$ cat config.mk
export PLATFORM = sky130hd
export DESIGN_NAME = key_encoder
export DESIGN_NICKNAME = d
export VERILOG_FILES = /design/src/rtl/key_encoder.sv
export SDC_FILE = /design/constraint.sdc
export NUM_CORES = 1
export LEC_CHECK = 0
export ABC_AREA = 0
export BUFFER_PORTS_ARGS = -buffer_cell sky130_fd_sc_hd__buf_4
export CORE_MARGIN = 8
export CORE_UTILIZATION = 58
export CTS_BUF_LIST = sky130_fd_sc_hd__clkbuf_2
export DETAILED_ROUTE_END_ITERATION = 8
export PLACE_DENSITY = 0.82
export SETUP_SLACK_MARGIN = 0.02
export SLEW_MARGIN = 20
export SYNTH_ARGS = -nofsm -noshare
export SYNTH_HDL_FRONTEND = slang
export SYNTH_SLANG_ARGS = --single-unit
$ cat constraint.sdc
create_clock -name clk -period 3.7 [get_ports clk]
set_input_delay 0.185 -clock clk [delete_from_list [all_inputs] [get_ports clk]]
set_output_delay 0.185 -clock clk [all_outputs]
set_load 0.05 [all_outputs]
$ cat src/rtl/key_encoder.sv
// Keyboard key-code to serial byte-stream encoder: plain keys pass through,
// arrow keys become ESC-letter pairs. Optional identify reply under KEY_ENCODER_IDENT_EN.
module key_encoder #(
  parameter logic [7:0] ARROW_BASE = 8'h80,
  parameter logic [7:0] IDENT_CHAR = 8'h4B
) (
  input  logic       clk,
  input  logic       clr,
  input  logic [7:0] key_data,
  input  logic       key_valid,
  output logic       key_ready,
  input  logic       ident_req,
  output logic [7:0] tx_data,
  output logic       tx_valid,
  input  logic       tx_ready
);

  localparam logic [7:0] ESC   = 8'h1B;
  localparam logic [7:0] SLASH = 8'h2F;
  localparam logic [7:0] LET_A = 8'h41;

  typedef enum logic [3:0] {
    IDLE  = 4'b0001,
    SEND1 = 4'b0010,
    SEND2 = 4'b0100,
    SEND3 = 4'b1000
  } state_t;

  state_t     r_state;
  logic [7:0] r_byte2;
  logic [7:0] r_byte3;
  logic [7:0] r_tx_data;
  logic       r_tx_valid;

  logic       w_ident_now;
  logic       w_ident_start;
  logic       w_key_ready;
  logic       w_key_acc;
  logic [7:0] w_off;
  logic       w_is_plain;
  logic       w_is_arrow;

`ifdef KEY_ENCODER_IDENT_EN
  logic r_pend;

  // A fresh pulse counts as pending this cycle so it wins against a simultaneous key.
  assign w_ident_now = r_pend | ident_req;

  always_ff @(posedge clk) begin
    if (clr)
      r_pend <= 1'b0;
    else if (w_ident_start)
      r_pend <= 1'b0;
    else if (ident_req)
      r_pend <= 1'b1;
  end
`else
  logic w_unused_ident;
  assign w_unused_ident = ident_req;
  assign w_ident_now    = 1'b0;
`endif

  assign w_ident_start = (r_state == IDLE) && w_ident_now;
  assign w_key_ready   = (r_state == IDLE) && !w_ident_now && !clr;
  assign w_key_acc     = key_valid && w_key_ready;

  assign w_off      = key_data - ARROW_BASE;
  assign w_is_plain = !key_data[7];
  assign w_is_arrow = key_data[7] && (w_off < 8'd4);

  always_ff @(posedge clk) begin
    if (clr) begin
      r_state    <= IDLE;
      r_tx_valid <= 1'b0;
      r_tx_data  <= 8'h00;
      r_byte2    <= 8'h00;
      r_byte3    <= 8'h00;
    end else begin
      case (r_state)
        IDLE: begin
          if (w_ident_start) begin
            r_state    <= SEND1;
            r_tx_valid <= 1'b1;
            r_tx_data  <= ESC;
            r_byte2    <= SLASH;
            r_byte3    <= IDENT_CHAR;
          end else if (w_key_acc) begin
            if (w_is_plain) begin
              r_state    <= SEND3;
              r_tx_valid <= 1'b1;
              r_tx_data  <= key_data;
            end else if (w_is_arrow) begin
              r_state    <= SEND2;
              r_tx_valid <= 1'b1;
              r_tx_data  <= ESC;
              r_byte3    <= LET_A + w_off;
            end
            // any other high code is consumed without output
          end
        end
        SEND1: if (tx_ready) begin
          r_state   <= SEND2;
          r_tx_data <= r_byte2;
        end
        SEND2: if (tx_ready) begin
          r_state   <= SEND3;
          r_tx_data <= r_byte3;
        end
        SEND3: if (tx_ready) begin
          r_state    <= IDLE;
          r_tx_valid <= 1'b0;
          r_tx_data  <= 8'h00;
        end
        default: begin
          r_state    <= IDLE;
          r_tx_valid <= 1'b0;
          r_tx_data  <= 8'h00;
        end
      endcase
    end
  end

  assign key_ready = w_key_ready;
  assign tx_data   = r_tx_data;
  assign tx_valid  = r_tx_valid;

endmodule

# After elaboration in Yosys (flattened, before gate mapping)
# Index checks and enable logic that the tools add are counted.
[word_totals] ff_bits=21 input_bits=13 output_inout_bits=10 word_cells=44
[classes] add_sub_neg=2 order_cmp=1 n_eq_ne=9 muxes=18 n_bitwise=1 n_reduce_logical=9
[op_table] operator="8-bit 2-to-1 mux" count=5
[op_table] operator="4-bit 2-to-1 mux" count=6
[op_table] operator="8-bit case mux with 3 select lines" count=1
[op_table] operator="4-bit case mux with 4 select lines" count=1
[op_table] operator="7-bit by 8-bit adder with 8-bit output (first input constant)" count=1
[op_table] operator="8-bit by 3-bit < comparator with 1-bit output (second input constant)" count=1
[op_table] operator="2-bit != test (second input constant)" count=4
[op_table] operator="4-bit AND reduction" count=2
[op_table] operator="8-bit subtractor (second input constant)" count=1
[op_table] operator="5-bit AND reduction" count=1
[op_table] operator="4-bit by 1-bit == test with 1-bit output (second input constant)" count=1
[op_table] operator="4-bit by 2-bit == test with 1-bit output (second input constant)" count=1
[op_table] operator="4-bit by 3-bit == test with 1-bit output (second input constant)" count=1
[op_table] operator="4-bit == test (second input constant)" count=1
[op_table] operator="1-bit 2-to-1 mux" count=4
[op_table] operator="2-bit OR reduction" count=2
[op_table] operator="1-bit logical AND" count=3
[op_table] operator="3-bit != test (second input constant)" count=1
[op_table] operator="1-bit case mux with 3 select lines" count=1
[op_table] operator="1-bit logical NOT" count=1
[op_table] operator="1-bit NOT" count=1

# Longest topological paths before layout
# Gate-level depths: netlist of run 1.
[logic_depth] ltp_word=7 depth_mapped=7

# Worst setup path before layout of run 1
# No wires, ideal clock.
[synth_timing] kind="input to register" start="input port key_data[6]" end="register r_byte3[1]" setup_ns=0.127 t_arrival_ns=1.491 required_time_ns=3.573 setup_slack_ns=2.082 path_stages=6 cell_sequence="or4_4 -> nor3b_2 -> and4_1 -> buf_6 -> mux2i_1 -> nor2_1"
[synth_between] elab_chain_len=4
[synth_rtl] element="from (decl)" line="9" source="input logic [7:0] key_data,"
[synth_rtl] element="8-bit subtractor" line="67" source="assign w_off = key_data - ARROW_BASE;"
[synth_rtl] element="8-bit by 3-bit < comparator with 1-bit output" line="69" source="assign w_is_arrow = key_data[7] && (w_off < 8'd4);"
[synth_rtl] element="1-bit logical AND" line="69"
[synth_rtl] element="4-bit AND reduction (no source line)"
[synth_rtl] element="to (signal assigned)" line="96" source="r_byte3 <= LET_A + w_off;"
[synth_rtl] element="to (decl)" line="31" source="logic [7:0] r_byte3;"
# No other way between the ends.
# A chain may end at the register's enable or synchronous reset.

# Worst setup path after layout of run 1
[layout_timing] start="register r_state[2]" end="register r_tx_data[1] (netlist: tx_data[1])"
[layout_between] elab_chain_len=5 word_cells_on_any_way=14 cone_classes="9 x eq/ne; 1 x mux; 4 x reduce/logical"
[layout_rtl] element="from (decl)" line="29" source="state_t r_state;"
[layout_rtl] element="from (signal assigned)" line="73" source="r_state <= IDLE;"
[layout_rtl] element="from (signal assigned)" line="82" source="r_state <= SEND1;"
[layout_rtl] element="from (signal assigned)" line="89" source="r_state <= SEND3;"
[layout_rtl] element="4-bit by 1-bit == test with 1-bit output"
[layout_rtl] element="1-bit logical AND" line="64" source="assign w_key_ready = (r_state == IDLE) && !w_ident_now && !clr;"
[layout_rtl] element="1-bit logical AND" line="65" source="assign w_key_acc = key_valid && w_key_ready;"
[layout_rtl] element="2-bit != test (no source line)"
[layout_rtl] element="5-bit AND reduction (no source line)"
[layout_rtl] element="to (signal assigned)" line="91" source="r_tx_data <= key_data;"
[layout_rtl] element="to (signal assigned)" line="103" source="r_tx_data <= r_byte2;"
[layout_rtl] element="to (signal assigned)" line="107" source="r_tx_data <= r_byte3;"
[layout_rtl] element="to (decl)" line="32" source="logic [7:0] r_tx_data;"
# Parallel ways exist; a longest one is shown, timed or not.

==> results.sh, run 1 <==
export IMPL_clock_fmax_ghz=0.539
export IMPL_ys_flop_type="dfxtp_1"
export IMPL_crit_type="flip-flop to flip-flop"
export IMPL_yosysWarnings=0
export IMPL_grt_pass1_vias=820
export IMPL_insertion_delay_ns=0.34
export IMPL_async_flop_share_pct=0
export IMPL_worstMarginPinSlew_ns=0.958
export IMPL_seq_area_frac_synth_pct=40.6
export IMPL_grt_usage_pct=14.1
export IMPL_dp_hpwl_mm=1.57
export IMPL_worstPathRequired_ns=3.95
export IMPL_cp_max_fo=8
export IMPL_synth_top_cell_area_share_pct=40.6
export IMPL_postRouteAntennaNets=0
export IMPL_r2r_slack_ns=1.85
export IMPL_fp_coreArea_um2=1670
export IMPL_num_antenna_cells=0
export IMPL_sw_frac_of_total_pct=38.3
export IMPL_p_seq_share_pct=38.3
export IMPL_cts_resized=0
export IMPL_hold_path_startpoint="key_data[0]"
export IMPL_rr_startpoint="r_state[2]"
export IMPL_internal_power_w=0.000429
export IMPL_power_leakage_nw=0.466
export IMPL_drv_cap=0
export IMPL_report_final_slew_viol_count=0
export IMPL_p_sw_w=0.000266
export IMPL_netlist_area_um2=986
export IMPL_avgSynthCellArea_um2=8.80
export IMPL_portBuffers=21
export IMPL_initial_utilization_pct=59.0
export IMPL_finalPower_w=0.000695
export IMPL_cts_setup_buffers=0
export IMPL_synth_edf_count=0
export IMPL_clk_pin_slew_ns=0.22
export IMPL_die_w_um=57.2
export IMPL_wl_mm=2.20
export IMPL_htreeDepth=1
export IMPL_relSlewSlack_pct=36.0
export IMPL_power_frac_comb_pct=37.8
export IMPL_vias_per_cell=5.82
export IMPL_outcome="completed"
export IMPL_syn_inst=112
export IMPL_grt_pass1_wl_mm=3.77
export IMPL_yosysMostFrequentCell="dfxtp_1"
export IMPL_io_pins=23
export IMPL_cts_tree="done"
export IMPL_rsz0062_at_grt="no"
export IMPL_fin_crit_ns=1.85
export IMPL_crit_arrival_ns=2.11
export IMPL_yosys_top_cells_area="dfxtp_1 (41%), nand2_1 (6.1%), a21oi_1 (5.1%)"
export IMPL_vias=862
export IMPL_synth_area_leader_cell="dfxtp_1"
export IMPL_cts_hold_buf=0
export IMPL_drive_above_1_share_pct=24.4
export IMPL_avgRoutedWirePerCell_um=14.8
export IMPL_ir_drop_mv=0.438
export IMPL_hp_class="primary input to flip-flop"
export IMPL_hold_path_depth=2
export IMPL_clkPwrFrac_pct=23.9
export IMPL_gp_congestion=0.839
export IMPL_firstDrtPassIters=4
export IMPL_clkSinkCount=20
export IMPL_syn2layout_area_growth_pct=17.9
export IMPL_num_rows=15
export IMPL_setup_viol=0
export IMPL_rr_worst_depth=4
export IMPL_regToRegEndpoint="tx_data[1]"
export IMPL_synth_cell_types=34
export IMPL_grt_max_degree=21
export IMPL_power_density_nw_per_um2=598
export IMPL_drcViolationCount=0
export IMPL_fin_worst_skew_ns=0.0277
export IMPL_synth_common_cells="dfxtp_1 (20), nand2_1 (16), a21oi_1 (10), nor2_1 (8), nor2b_1 (7)"
export IMPL_holdPathEnd="r_byte3[0]"
export IMPL_die_height_um=57.2
export IMPL_tns_ns=0
export IMPL_timing_final_hold_violations=0
export IMPL_final_nets=146
export IMPL_ys_ff_latch=20
export IMPL_synth_nets=126
export IMPL_cts_buffers_inserted=3
export IMPL_antenna_found_initial=0
export IMPL_grt_ovfl_total=0
export IMPL_drt_iter0_markers=16
export IMPL_root_buffer="clkbuf_2"
export IMPL_clockBufferDepth=2
export IMPL_start_kind="flip-flop"
export IMPL_timing_final_crit_share_pct=50.1
export IMPL_die_area_um2=3280
export IMPL_end_kind="flip-flop"
-- power groups by stage --
stage                     Clock [W]  Combinational (W)  Sequential (W)
final                      0.000166           0.000263        0.000266
after CTS                  0.000167           0.000266        0.000266
after global routing       0.000173           0.000291        0.000269
after floorplan                   0           0.000134        0.000330
after global placement            0           0.000261        0.000267
after detailed placement          0           0.000264        0.000271
-- metrics by stage --
stage / setup WS [ns] / hold WS [ns] / util (%) / cell area [um2] / std cells
2_1_floorplan: 2.08 / 0.275 / - / 986 / 112
3_3_place_gp: 1.82 / 0.385 / 66.9 / 1120 / 144
3_5_place_dp: 1.80 / 0.405 / 66.9 / 1120 / 144
4_1_cts: 1.83 / 0.0283 / 69.6 / 1160 / 148
5_1_grt: 1.67 / 0.0200 / 69.6 / 1160 / 148
6_report: 1.85 / 0.0152 / 69.6 / 1160 / 148
-- layout make-up --
class	count	area, um2
Clock inverter	1	30.0
Multi-Input combinational cell	86	538
Fill cell	130	508
Clock buffer	3	15.0
Tap cell	17	21.3
Timing Repair Buffer	21	158
Sequential cell	20	400
-- kinds of logic (layout without fill, tap and decap cells) --
family                     Yosys count  in the layout  synth area share, %
DFF                                 20             20                 40.6
AOI/OAI and AO/OA                   33             33                 23.1
xor gates and xnor gates             1              1                0.888
and+or+nand+nor                     50             50                 28.3
muxes                                1              1                 1.02
buffers and inverters                6             25                 4.82
adders and majority gates            1              1                 1.27
-- how the worst max path moves through the flow --
stage                start         end  slack [ns]  cells past startpoint
6_report        r_state[2]  tx_data[1]        1.85                      4
5_1_grt         r_state[2]  tx_data[1]        1.67                      4
4_1_cts         r_state[2]  tx_data[1]        1.83                      4
3_5_place_dp   key_data[6]  r_byte3[1]        1.80                      6
3_3_place_gp   key_data[6]  tx_data[6]        1.82                      6
2_1_floorplan  key_data[6]  r_byte3[1]        2.08                      6
-- state kept, by name (all words and copies together), names as in the netlist --
name and flops:
r_byte3 8, r_state 3, tx_data 8, tx_valid 1
-- worst max-delay path, cell delays in order (launching register included) --
cell	delay, ns
dfxtp_1	0.53
nor3b_1	0.82
nand2_1	0.11
a21o_1	0.18
a21oi_1	0.14
-- cells in the final DEF, fill, tap and decap left out, drive strengths merged --
cell	n
buf	21
dfxtp	20
nand2	16
a21oi	10
nor2	8
nor2b	7
o21ai	7
a21o	5
nor3b	5
and2	4
nor3	4
a221oi	3
clkbuf	3
a211oi	3
nand2b	2
o211ai	2
or4	1
and4	1
a31oi	1
or2	1
o21a	1
nand3b	1
o21bai	1
xnor2	1
mux2i	1
ha	1
bufinv	1
-- per-layer routing --
metal / routed length [um] / part of all wire (%) / global-route usage [%]
met5: 0 / 0 / 0
met4: 29 / 1.3 / 5.36
met3: 142 / 6.5 / 4.04
met2: 1010 / 46 / 21.1
met1: 1020 / 46 / 18.5
Power figures use the tool's default switching activity.
==> run 2: changes to the inputs <==
- CORE_UTILIZATION: 58 -> 49
- PLACE_DENSITY: 0.82 -> 0.74
- clock period: 3.7 -> 1.6 ns (I/O delays scaled with it)
==> run 2 against run 1 <==
Effect of this change:
- critical path depth is 1 higher
- largest power group is now combinational logic
- highest routed layer unchanged
- via count is 10% higher
- final area is 11% higher
- clock power is 23% higher
==> results.sh, run 2 (synthesis results as in run 1) <==
export IMPL_drt_iter0_markers=29
export IMPL_drv_cap=0
export IMPL_fill_cells=174
export IMPL_cts_tree="done"
export IMPL_outcome="completed"
export IMPL_crit_arrival_ns=1.71
export IMPL_insertion_delay_ns=0.31
export IMPL_hp_class="primary input to flip-flop"
export IMPL_clkPwrFrac_pct=13.2
export IMPL_postRouteAntennaNets=0
export IMPL_power_frac_comb_pct=47.2
export IMPL_final_nets=160
export IMPL_internal_power_w=0.000915
export IMPL_drcViolationCount=0
export IMPL_clk_pin_slew_ns=0.19
export IMPL_worstMarginPinSlew_ns=0.345
export IMPL_power_leakage_nw=0.524
export IMPL_io_pins=23
export IMPL_avgRoutedWirePerCell_um=14.2
export IMPL_sw_frac_of_total_pct=41.1
export IMPL_num_rows=16
export IMPL_fin_worst_skew_ns=0.0119
export IMPL_vias_per_cell=5.53
export IMPL_grt_ovfl_total=0
export IMPL_final_common_cell="buf_4"
export IMPL_drive_above_1_share_pct=33.8
export IMPL_vias=951
export IMPL_root_buffer="clkbuf_2"
export IMPL_clockBufferDepth=2
export IMPL_portBuffers=21
export IMPL_htreeDepth=1
export IMPL_setup_viol=0
export IMPL_grt_pass1_vias=839
export IMPL_grt_pass1_wl_mm=3.71
export IMPL_grt_usage_pct=13.1
export IMPL_clkSinkCount=20
export IMPL_cts_setup_buffers=0
export IMPL_p_seq_share_pct=39.6
export IMPL_cp_max_fo=8
export IMPL_finalPower_w=0.00155
export IMPL_wl_mm=2.44
export IMPL_antenna_found_initial=0
export IMPL_num_antenna_cells=0
export IMPL_fp_coreArea_um2=1920
export IMPL_die_height_um=60.9
export IMPL_initial_utilization_pct=51.3
export IMPL_power_density_nw_per_um2=1210
export IMPL_start_kind="flip-flop"
export IMPL_firstDrtPassIters=4
export IMPL_dp_hpwl_mm=1.74
export IMPL_die_area_um2=3700
export IMPL_end_kind="flip-flop"
export IMPL_relSlewSlack_pct=76.9
export IMPL_ir_drop_mv=0.742
export IMPL_timing_final_crit_share_pct=93.2
export IMPL_hold_ws_ns=0.0667
export IMPL_clock_fmax_ghz=0.670
export IMPL_worstPathRequired_ns=1.82
export IMPL_timing_final_hold_violations=0
export IMPL_die_w_um=60.9
export IMPL_layout_common_cells="buf_4 (32), dfxtp_1 (17), nand2_1 (16)"
export IMPL_grt_max_degree=20
export IMPL_rsz0062_at_grt="no"
export IMPL_p_sw_w=0.000639
export IMPL_final_core_utilization_pct=66.9
export IMPL_gp_congestion=0.806
export IMPL_fin_crit_ns=1.49
export IMPL_report_final_slew_viol_count=0
export IMPL_crit_type="flip-flop to flip-flop"
export IMPL_cts_buffers_inserted=3
export IMPL_syn2layout_area_growth_pct=30.5
==> run 2: final cells by class <==
class / instances / area (um2) / share of cell area, %
Clock buffer: 3 / 15.0 / 1.17
Clock inverter: 1 / 3.75 / 0.292
Multi-Input combinational cell: 87 / 566 / 44.0
Sequential cell: 20 / 407 / 31.6
Tap cell: 27 / 33.8 / 2.63
Timing Repair Buffer: 34 / 262 / 20.3
==> run 2: path summary, 6_finish.rpt <==
| check | from | endpoint | slack, ns | cells past startpoint |
|---|---|---|---|---|
| hold / removal | key_data[5] | tx_data[5] | 0.07 | 3 |
| hold reg to reg | tx_data[3] | tx_data[3] | 0.48 | 2 |
| setup reg to reg | r_state[2] | tx_data[6] | 0.11 | 5 |
| setup / recovery | r_state[2] | tx_data[6] | 0.11 | 5 |
==> run 2: power by group through the flow <==
stage | Clock (W) | Combinational, W | Sequential [W]
global placement | 0 | 0.000680 | 0.000615
detailed placement | 0 | 0.000691 | 0.000618
global route | 0.000235 | 0.000782 | 0.000622
CTS | 0.000213 | 0.000708 | 0.000609
finish | 0.000205 | 0.000734 | 0.000615
floorplan | 0 | 0.000311 | 0.000762
==> run 2: critical path, stage by stage (launching register included) <==
cell and delay, ns:
dfxtp_4 0.41, nor2b_1 0.16, o21ai_2 0.25, o211ai_2 0.22
a221oi_1 0.30, nor3_1 0.07
==> run 2: what timing repair did <==
action,4_1_cts,5_1_grt
resized for setup,1,7
pin swaps,0,2
endpoints found under the hold margin,1,0
cloned,0,1
endpoints found under the setup margin,4,7
hold buffers,1,0
==> run 2: routing by layer <==
metal | track usage (%) | share of wire, % | wire, um | vias up
li1 | - | - | - | 468
met1 | 16.2 | 44 | 1070 | 453
met2 | 20.7 | 50 | 1220 | 28
met3 | 4.24 | 5.9 | 143 | 2
met4 | 4.32 | 0.37 | 9 | 0
met5 | 0 | 0 | 0 | -
==> run 2: stage by stage <==
stage          setup WS (ns)  cell area (um2)  cells  TNS [ns]
4_1_cts               0.0405             1260    171         0
3_3_place_gp          -0.134             1220    166    -0.753
2_1_floorplan         0.0350              986    112         0
3_5_place_dp          -0.131             1220    166    -0.957
5_1_grt              0.00412             1290    172         0
6_report               0.108             1290    172         0
